$ cat src/rtl/gfx_rom_arbiter.sv
// Round-robin arbiter sharing one SDRAM graphics-ROM read port between pixel-pipeline clients.
// One queued request per client, one fetch in flight, watchdog on a lost memory acknowledge.
module gfx_rom_arbiter #(
    parameter int unsigned               NUM_CLIENTS = 3,
    parameter logic [25*NUM_CLIENTS-1:0] CLIENT_BASE = {NUM_CLIENTS{25'h0}},
    parameter int unsigned               TIMEOUT     = 255
) (
    input  logic                      CLK_32M,
    input  logic                      RESET_N,
    input  logic [NUM_CLIENTS-1:0]    CLIENT_REQ,
    input  logic [20*NUM_CLIENTS-1:0] CLIENT_ADDR,
    output logic [31:0]               CLIENT_DATA,
    output logic [NUM_CLIENTS-1:0]    CLIENT_RDY,
    output logic [24:0]               MEM_ADDR,
    output logic                      MEM_REQ,
    input  logic                      MEM_ACK,
    input  logic [31:0]               MEM_DATA,
    output logic                      TIMEOUT_ERR
);

    localparam int unsigned IdxW = (NUM_CLIENTS > 1) ? $clog2(NUM_CLIENTS) : 1;

    typedef enum logic [0:0] {StIdle, StWait} state_e;

    state_e                 state_q;
    logic [IdxW-1:0]        last_grant_q;
    logic [9:0]             wdog_q;
    logic [NUM_CLIENTS-1:0] pending_q;
    logic [19:0]            addr_q [NUM_CLIENTS];

    logic [IdxW-1:0]        grant_idx;
    logic [IdxW-1:0]        cand;
    logic                   grant_found;
    logic                   issue;
    logic [24:0]            grant_addr;
    logic [NUM_CLIENTS-1:0] rdy_onehot;

    // First pending client searching upward from the one after the last grant.
    always_comb begin
        grant_idx   = '0;
        cand        = '0;
        grant_found = 1'b0;
        for (int unsigned k = 1; k <= NUM_CLIENTS; k++) begin
            cand = IdxW'((32'(last_grant_q) + k) % NUM_CLIENTS);
            if (!grant_found && pending_q[cand]) begin
                grant_found = 1'b1;
                grant_idx   = cand;
            end
        end
    end

    always_comb begin
        issue      = (state_q == StIdle) && grant_found;
        grant_addr = CLIENT_BASE[25*grant_idx +: 25] + {3'b000, addr_q[grant_idx], 2'b00};
        rdy_onehot = {{(NUM_CLIENTS-1){1'b0}}, 1'b1} << last_grant_q;
    end

    // A fresh request always wins over the clear caused by issuing that slot.
    always_ff @(posedge CLK_32M or negedge RESET_N) begin
        if (!RESET_N) begin
            pending_q <= '0;
            for (int unsigned i = 0; i < NUM_CLIENTS; i++) begin
                addr_q[i] <= '0;
            end
        end else begin
            for (int unsigned i = 0; i < NUM_CLIENTS; i++) begin
                if (CLIENT_REQ[i]) begin
                    pending_q[i] <= 1'b1;
                    addr_q[i]    <= CLIENT_ADDR[20*i +: 20];
                end else if (issue && (grant_idx == IdxW'(i))) begin
                    pending_q[i] <= 1'b0;
                end
            end
        end
    end

    always_ff @(posedge CLK_32M or negedge RESET_N) begin
        if (!RESET_N) begin
            state_q      <= StIdle;
            last_grant_q <= IdxW'(NUM_CLIENTS - 1);
            wdog_q       <= '0;
            MEM_ADDR     <= '0;
            MEM_REQ      <= 1'b0;
            CLIENT_DATA  <= '0;
            CLIENT_RDY   <= '0;
            TIMEOUT_ERR  <= 1'b0;
        end else begin
            MEM_REQ     <= 1'b0;
            CLIENT_RDY  <= '0;
            TIMEOUT_ERR <= 1'b0;
            unique case (state_q)
                StIdle: begin
                    if (issue) begin
                        MEM_ADDR     <= grant_addr;
                        MEM_REQ      <= 1'b1;
                        last_grant_q <= grant_idx;
                        wdog_q       <= '0;
                        state_q      <= StWait;
                    end
                end
                StWait: begin
                    if (MEM_ACK) begin
                        CLIENT_DATA <= MEM_DATA;
                        CLIENT_RDY  <= rdy_onehot;
                        state_q     <= StIdle;
                    end else if ((wdog_q + 10'd1) == 10'(TIMEOUT)) begin
                        // Request is abandoned: no ready pulse for the client.
                        TIMEOUT_ERR <= 1'b1;
                        state_q     <= StIdle;
                    end else begin
                        wdog_q <= wdog_q + 10'd1;
                    end
                end
                default: state_q <= StIdle;
            endcase
        end
    end

endmodule

$ cat config.mk
export PLATFORM = sky130hd
export DESIGN_NAME = gfx_rom_arbiter
export DESIGN_NICKNAME = d
export VERILOG_FILES = /design/src/rtl/gfx_rom_arbiter.sv
export SDC_FILE = /design/constraint.sdc
export NUM_CORES = 1
export LEC_CHECK = 0
export ABC_AREA = 1
export CAP_MARGIN = 20
export CORE_UTILIZATION = 49
export DETAILED_ROUTE_END_ITERATION = 16
export PLACE_DENSITY = 0.8
export SYNTH_ARGS = -nofsm -noshare
export SYNTH_HDL_FRONTEND = slang
export SYNTH_SLANG_ARGS = --single-unit
$ cat constraint.sdc
create_clock -name CLK_32M -period 2.6 [get_ports CLK_32M]
set_input_delay 0.52 -clock CLK_32M [delete_from_list [all_inputs] [get_ports CLK_32M]]
set_output_delay 0.52 -clock CLK_32M [all_outputs]
set_load 0.02 [all_outputs]
==> results of run 1 <==
==> repair_timing <==
action / in CTS / in global routing
endpoints found under the hold margin: 0 / 0
pin swaps: 1 / 1
gates resized for setup: 0 / 4
setup endpoints to repair: 1 / 17
buffers inserted: 4 / 0
hold buffers: 0 / 0
==> flip-flops by register name (all words and copies together), names as in the netlist, 2 cells and up <==
register / flops
CLIENT_DATA: 32
CLIENT_RDY: 3
MEM_ADDR: 20
addr_q: 60
last_grant_q: 2
pending_q: 3
wdog_q: 10
==> placed cells by master (no fill, tap or decap), types with 3 or more instances in the layout <==
cell	n
a21oi_1	10
a21oi_2	9
buf_12	3
buf_4	15
bufinv_16	4
clkbuf_16	17
clkdlybuf4s50_1	153
clkinv_4	3
clkinvlp_4	3
conb_1	5
dfrtp_1	132
ha_1	5
inv_1	54
inv_2	3
inv_6	3
mux2_2	32
nand2_1	271
nand2_2	4
nand2_4	3
nand3_1	44
nand4_1	14
nor2_1	62
nor3_1	3
o21ai_0	31
o21ai_1	3
==> area by class of cell <==
type                       instances  area [µm²]
clock buffer                      18         429
clock inverter                    14         200
fill                             926        3560
inverter                          57         214
multi-input combinational        507        2500
sequential                       133        3330
tap                              168         210
timing repair buffer             172        1720
==> power by group <==
| group | switching [µW] | leakage [µW] | internal [µW] |
|---|---|---|---|
| clock network | 924 | 0.000298 | 1610 |
| logic | 2930 | 0.00222 | 2170 |
| registers | 334 | 0.00162 | 2660 |
| total | 4190 | 0.00413 | 6440 |
==> worst reg2reg max path, stage by stage (launching register included) <==
cell and delay, ps:
dfstp_2 540, inv_1 90, ha_1 300, inv_2 160
nand2_1 70, nand3_1 60, nand2_1 100, nand3_1 120
nor2_1 50, nor2_1 190, nand2_2 200, o21ai_0 330
nand2_1 90, nand2_1 80
==> metal layers <==
layer	routed length, µm	vias to the layer above
li1	-	2613
met2	6940	200
met1	6380	2472
met5	0	-
met3	962	27
met4	264	0
==> final timing paths <==
kind,start,end,slack (ps),depth (start not counted)
worst max-delay path,last_grant_q[1],MEM_ADDR[15],160,13
worst min-delay path,RESET_N,CLIENT_DATA[7],40,1
worst max register to register,last_grant_q[1],MEM_ADDR[15],160,13
worst min register to register,addr_q[51],addr_q[51],470,2
max in group asynchronous,RESET_N,wdog_q[2],1820,2
min in group CLK_32M,addr_q[51],addr_q[51],470,2
==> cells in the mapped netlist, drive strengths merged <==
| cell | n | share of area |
|---|---|---|
| a21oi | 19 | 0.021 |
| buf | 18 | 0.020 |
| inv | 57 | 0.035 |
| nor2 | 65 | 0.044 |
| dfstp | 1 | 0.0042 |
| nand2 | 278 | 0.17 |
| xnor2 | 1 | 0.0014 |
| mux2 | 32 | 0.058 |
| nand3b | 1 | 0.0012 |
| nand4 | 14 | 0.014 |
| a31oi | 1 | 0.0010 |
| nand3 | 45 | 0.037 |
| dfrtp | 132 | 0.53 |
| conb | 1 | 0.00061 |
| xor2 | 1 | 0.0014 |
| clkbuf | 18 | 0.011 |
| o21ai | 35 | 0.030 |
| ha | 6 | 0.012 |
| o21bai | 1 | 0.0012 |
| nor3 | 3 | 0.0024 |
==> per-stage QoR <==
| stage | total power (µW) | hold slack [ps] | setup slack (ps) | cells |
|---|---|---|---|---|
| floorplan | 6230 | 224 | 367 | 733 |
| global placement | 7740 | 455 | 163 | 1033 |
| detailed placement | 7860 | 459 | 65.2 | 1033 |
| CTS | 10600 | 55.9 | 1.28 | 1069 |
| global route | 11300 | 77.7 | 49.0 | 1069 |
| finish | 10600 | 37.2 | 156 | 1069 |
==> kinds of logic after synthesis <==
| kind of cell | count (synthesis) | synth area share |
|---|---|---|
| and+or+nand+nor | 406 | 0.271 |
| adders and majority gates | 6 | 0.0121 |
| xor gates and xnor gates | 2 | 0.00283 |
| muxes | 32 | 0.0581 |
| buffers and inverters | 93 | 0.0654 |
| AOI/OAI and AO/OA | 56 | 0.0531 |
| other | 1 | 0.000605 |
| DFF | 133 | 0.537 |
==> flow_summary.ini, run 1 <==
[outcome]
outcome = complete, no violations

[place]
dp_hpwl_um = 10100
placed_cell_area_um2 = 7920
gp_congestion = 0.835
portBuffers = 154

[clocking]
cts_root_buffer = clkbuf_16
clk_latency_ps = 420
path_clk_slew_ps = 60
clockBufferDepth = 2
htree_levels = 4
cts_tree = yes
cts_buffers = 17
clkSinkCount = 133

[route]
first_pass_iters = 5
ant_nets = 0
drt_iter0_drc = 279
vias = 5312
viasPerCell = 4.97
drc_errors = 0
wirelength_um = 14600
wl_per_cell_um = 13.6

[cells_and_area]
diodes = 0
area_delta_synth_final_pct = 38.7
fin_util = 0.707
layout-drive-gt1-share = 0.120
fin_area_um2 = 8600
finalNetCount = 992

[power]
power_density_nw_per_um2 = 1240
peakVddDrop_mv = 0.602
power_leakage_uw = 0.00413

[global_routing]
grt_max_degree = 55
grt.overflow.total = 0
grtUsageMet3 = 0.0577
grt_pass1_wl_um = 23900
antenna_found_initial = 0
grtUsageMet2 = 0.384
grt_usage = 0.237
top_usage_layer = met2
grt_pass1_vias = 4914
grtUsageMet1 = 0.315

[synth]
ys_types = 33
synth.avg_cell_area_um2 = 8.50
ys_ff_latch = 133
netlist_area_um2 = 6200
yosysWarnings = 0
ys_seq_area_frac = 0.537
postSynthCellCount = 729

[die]
fp.dieW_um = 114
placementRows = 40
start_util = 0.510
die-area_um2 = 13100
ios = 160
core-area_um2 = 12200
die_y_um = 114

[worst_setup_path]
cp_max_fo = 14
cp-start-kind = flip-flop
cp_num_buf_inv = 2
critPathSlowestCell = dfstp_2
critPathMostFrequentCell = nand2_1
cp_top_family = simple AND/OR/NAND/NOR gates
slowest_delay_ps = 540
cp_cell_sequence = inv_1, ha_1, inv_2, nand2_1, nand3_1, nand2_1, nand3_1, nor2_1, nor2_1, nand2_2, o21ai_0, nand2_1, nand2_1
crit_path_end_kind = flip-flop
critPathRequiredTime_ps = 2950
crit_type = reg -> reg
cp_data_arrival_time_ps = 2800

[timing]
maxSlewViolCount = 0
post-route-period-util = 0.940
rsz0062_at_grt = no
worst_slew_pin_slew_ps = 747
fin_tns_setup_ps = 0
final-hold-violation-count = 0
clock_skew_ps = 7.78
fmax_ghz = 0.409
slew_headroom = 0.501
min_period_ps = 2440
final-setup-viol-count = 0

[worst_hold_path]
min_path_type = in -> async

[flow_run]
maxCapViolations = 0
Note: power is estimated with default switching activity, not from simulation.
==> inputs of run 2 (changes only) <==
--- a/config.mk
+++ b/config.mk
@@ -5,11 +5,13 @@
 export SDC_FILE = /design/constraint.sdc
 export NUM_CORES = 1
 export LEC_CHECK = 0
-export ABC_AREA = 1
+export ABC_AREA = 0
 export CAP_MARGIN = 20
 export CORE_UTILIZATION = 49
+export CTS_CLUSTER_DIAMETER = 50
 export DETAILED_ROUTE_END_ITERATION = 16
-export PLACE_DENSITY = 0.8
+export HOLD_SLACK_MARGIN = 0.15
+export PLACE_DENSITY = 0.81
 export SYNTH_ARGS = -nofsm -noshare
 export SYNTH_HDL_FRONTEND = slang
 export SYNTH_SLANG_ARGS = --single-unit
==> flow_summary.ini, run 2 <==
[timing]
fmax_ghz = 0.399
slew_headroom = 0.555
clock_skew_ps = 3.39
worst_slew_pin_slew_ps = 668
post-route-period-util = 0.963
final-hold-violation-count = 0
final-setup-viol-count = 0
min_period_ps = 2500
rsz0062_at_grt = no
fin_tns_setup_ps = 0
maxSlewViolCount = 0

[cells_and_area]
reg_top3 = addr_q (60), CLIENT_DATA (32), MEM_ADDR (20)
ff_latch_area_um2 = 3330
layout-drive-gt1-share = 0.260
fillers = 853
max_flop_register = addr_q
area_delta_synth_final_pct = 39.3
final_common_cell = clkdlybuf4s50_1
largest_reg_flops = 60
finalNetCount = 737
most-common-layout-cells = clkdlybuf4s50_1, dfrtp_1, mux2_2
fin_util = 0.698
multi_input_area_um2 = 2460
diodes = 0
fin_area_um2 = 8350

[route]
drt_iter0_drc = 202
wl_per_cell_um = 17.3
drc_errors = 0
viasPerCell = 5.42
wirelength_um = 13700
ant_nets = 0
first_pass_iters = 4
vias = 4297

[global_routing]
antenna_found_initial = 0
grt_usage = 0.237
grt_pass1_vias = 4631
grt_max_degree = 74
grt_pass1_wl_um = 23000
grt.overflow.total = 0

[synth]
synthMuxAreaShare = 0.254
synth_xor_area_frac = 0.00439
synth_top_area_share = 0.551
synth-compound-area-share = 0.0493
synth.avg_cell_area_um2 = 12.6
ys.flop_type = dfrtp_1
yosys.area_share.simple = 0.0858
synth_adder_area_share = 0.0125
ys_types = 55
yosysWarnings = 0
netlist_area_um2 = 5990
synth-edff-count = 0
postSynthCellCount = 477
synth.area.top_cells = dfrtp_1, mux2_2, mux2i_1, nand2_1, o21ai_0
synth_most_common_cell = dfrtp_1
synthTopCellsByCount = dfrtp_1, mux2_2, nand2_1
ys_ff_latch = 133
synth_top_family_by_area = multiplexers
ys_seq_area_frac = 0.556
synth_top_area_cell = dfrtp_1
async_flop_share = 1.00

[worst_setup_path]
cp_cell_sequence = nand3_2, or4b_1, o211a_1, or4_4, and2_4, or2_1
cp_data_arrival_time_ps = 2810
cp_top_family = simple AND/OR/NAND/NOR gates
crit_path_end_kind = flip-flop
critPathRequiredTime_ps = 2900
crit_type = reg -> reg
cp-start-kind = flip-flop
slowest_delay_ps = 580
critPathSlowestCell = or4_4
cp_num_buf_inv = 0
cp_max_fo = 9

[clocking]
path_clk_slew_ps = 60
cts_tree = yes
clockBufferDepth = 2
cts_root_buffer = clkbuf_16
htree_levels = 4
post_cts.repair.setup_buffers = 0
clk_latency_ps = 420
clkSinkCount = 133
cts_buffers = 17

[worst_hold_path]
min_path_type = reg -> reg

[place]
portBuffers = 154
gp_congestion = 0.926
placed_cell_area_um2 = 7690
dp_hpwl_um = 9220

[power]
peakVddDrop_mv = 0.798
power_density_nw_per_um2 = 1240
power_leakage_uw = 0.00357

[die]
die-area_um2 = 12700
core-area_um2 = 12000
ios = 160
placementRows = 40
die_y_um = 113
fp.dieW_um = 113
start_util = 0.501

[flow_run]
maxCapViolations = 0

[outcome]
outcome = complete, no violations
run 2: changes by cell type after synthesis, sizes merged, moves of 26 or more:
cell   previous run  this run
nand2           278        51
mux2             32       112
nor2             65        12
inv              57        10
nand3            45        11
mux2i             0        26
run 2: path summary, 6_finish.rpt:
kind                            depth (start not counted)    startpoint               to  slack [ps]
max in group asynchronous                               3       RESET_N  CLIENT_DATA[22]        1230
min in group asynchronous                               2       RESET_N  CLIENT_DATA[24]         660
worst max-delay path                                    6     wdog_q[2]          state_q         100
worst min register to register                          2  MEM_ADDR[19]     MEM_ADDR[19]         490
worst min-delay path                                    2  MEM_ADDR[19]     MEM_ADDR[19]         490
worst max register to register                          6     wdog_q[2]          state_q         100
run 2: report_power, final:
group / switching, µW / internal (µW)
registers: 367 / 2660
clock network: 894 / 1720
logic: 2320 / 2400
total: 3580 / 6780
run 2: per-stage QoR:
step | cells | hold WS, ps | total power (µW) | worst slack, ps
floorplan | 481 | 224 | 5980 | 25.1
global placement | 760 | 464 | 7570 | 302
finish | 793 | 485 | 10400 | 95.0
CTS | 793 | 487 | 10400 | 124
detailed placement | 760 | 475 | 7760 | 152
global route | 793 | 512 | 10900 | 4.43
run 2: tightest hold or removal path, stage by stage (launching register included):
cell and delay [ps]:
dfrtp_1 340, nand2_1 50, o21ai_0 60
run 2: timing repair:
item                                    4_1_cts  5_1_grt
hold buffers                                  1        0
endpoints found under the hold margin        70        0
endpoints found under the setup margin        0       14
gates resized for setup                       0        2
run 2: cell families after synthesis:
logic type      count (synthesis)
fa+ha+maj                       6
compound gates                 47
other cells                     1
simple gates                  104
buf+inv                        45
mux                           138
xor+xnor                        3
flops                         133
run 2: layer usage:
metal  routed length [µm]  GRT usage  vias to the layer above
met2                 7270      0.415                      143
li1                     -          -                     1977
met3                  680     0.0610                       30
met1                 5470      0.277                     2147
met4                  296     0.0978                        0
met5                    0          0                        -
run 2: cell type report:
cell class / instances / share of cell area
well taps: 147 / 0.0220
clock inverters: 13 / 0.0244
repair buffers: 168 / 0.202
flip-flops and latches: 133 / 0.399
inverters: 10 / 0.00450
multi-input cells: 303 / 0.295
clock buffers: 19 / 0.0531
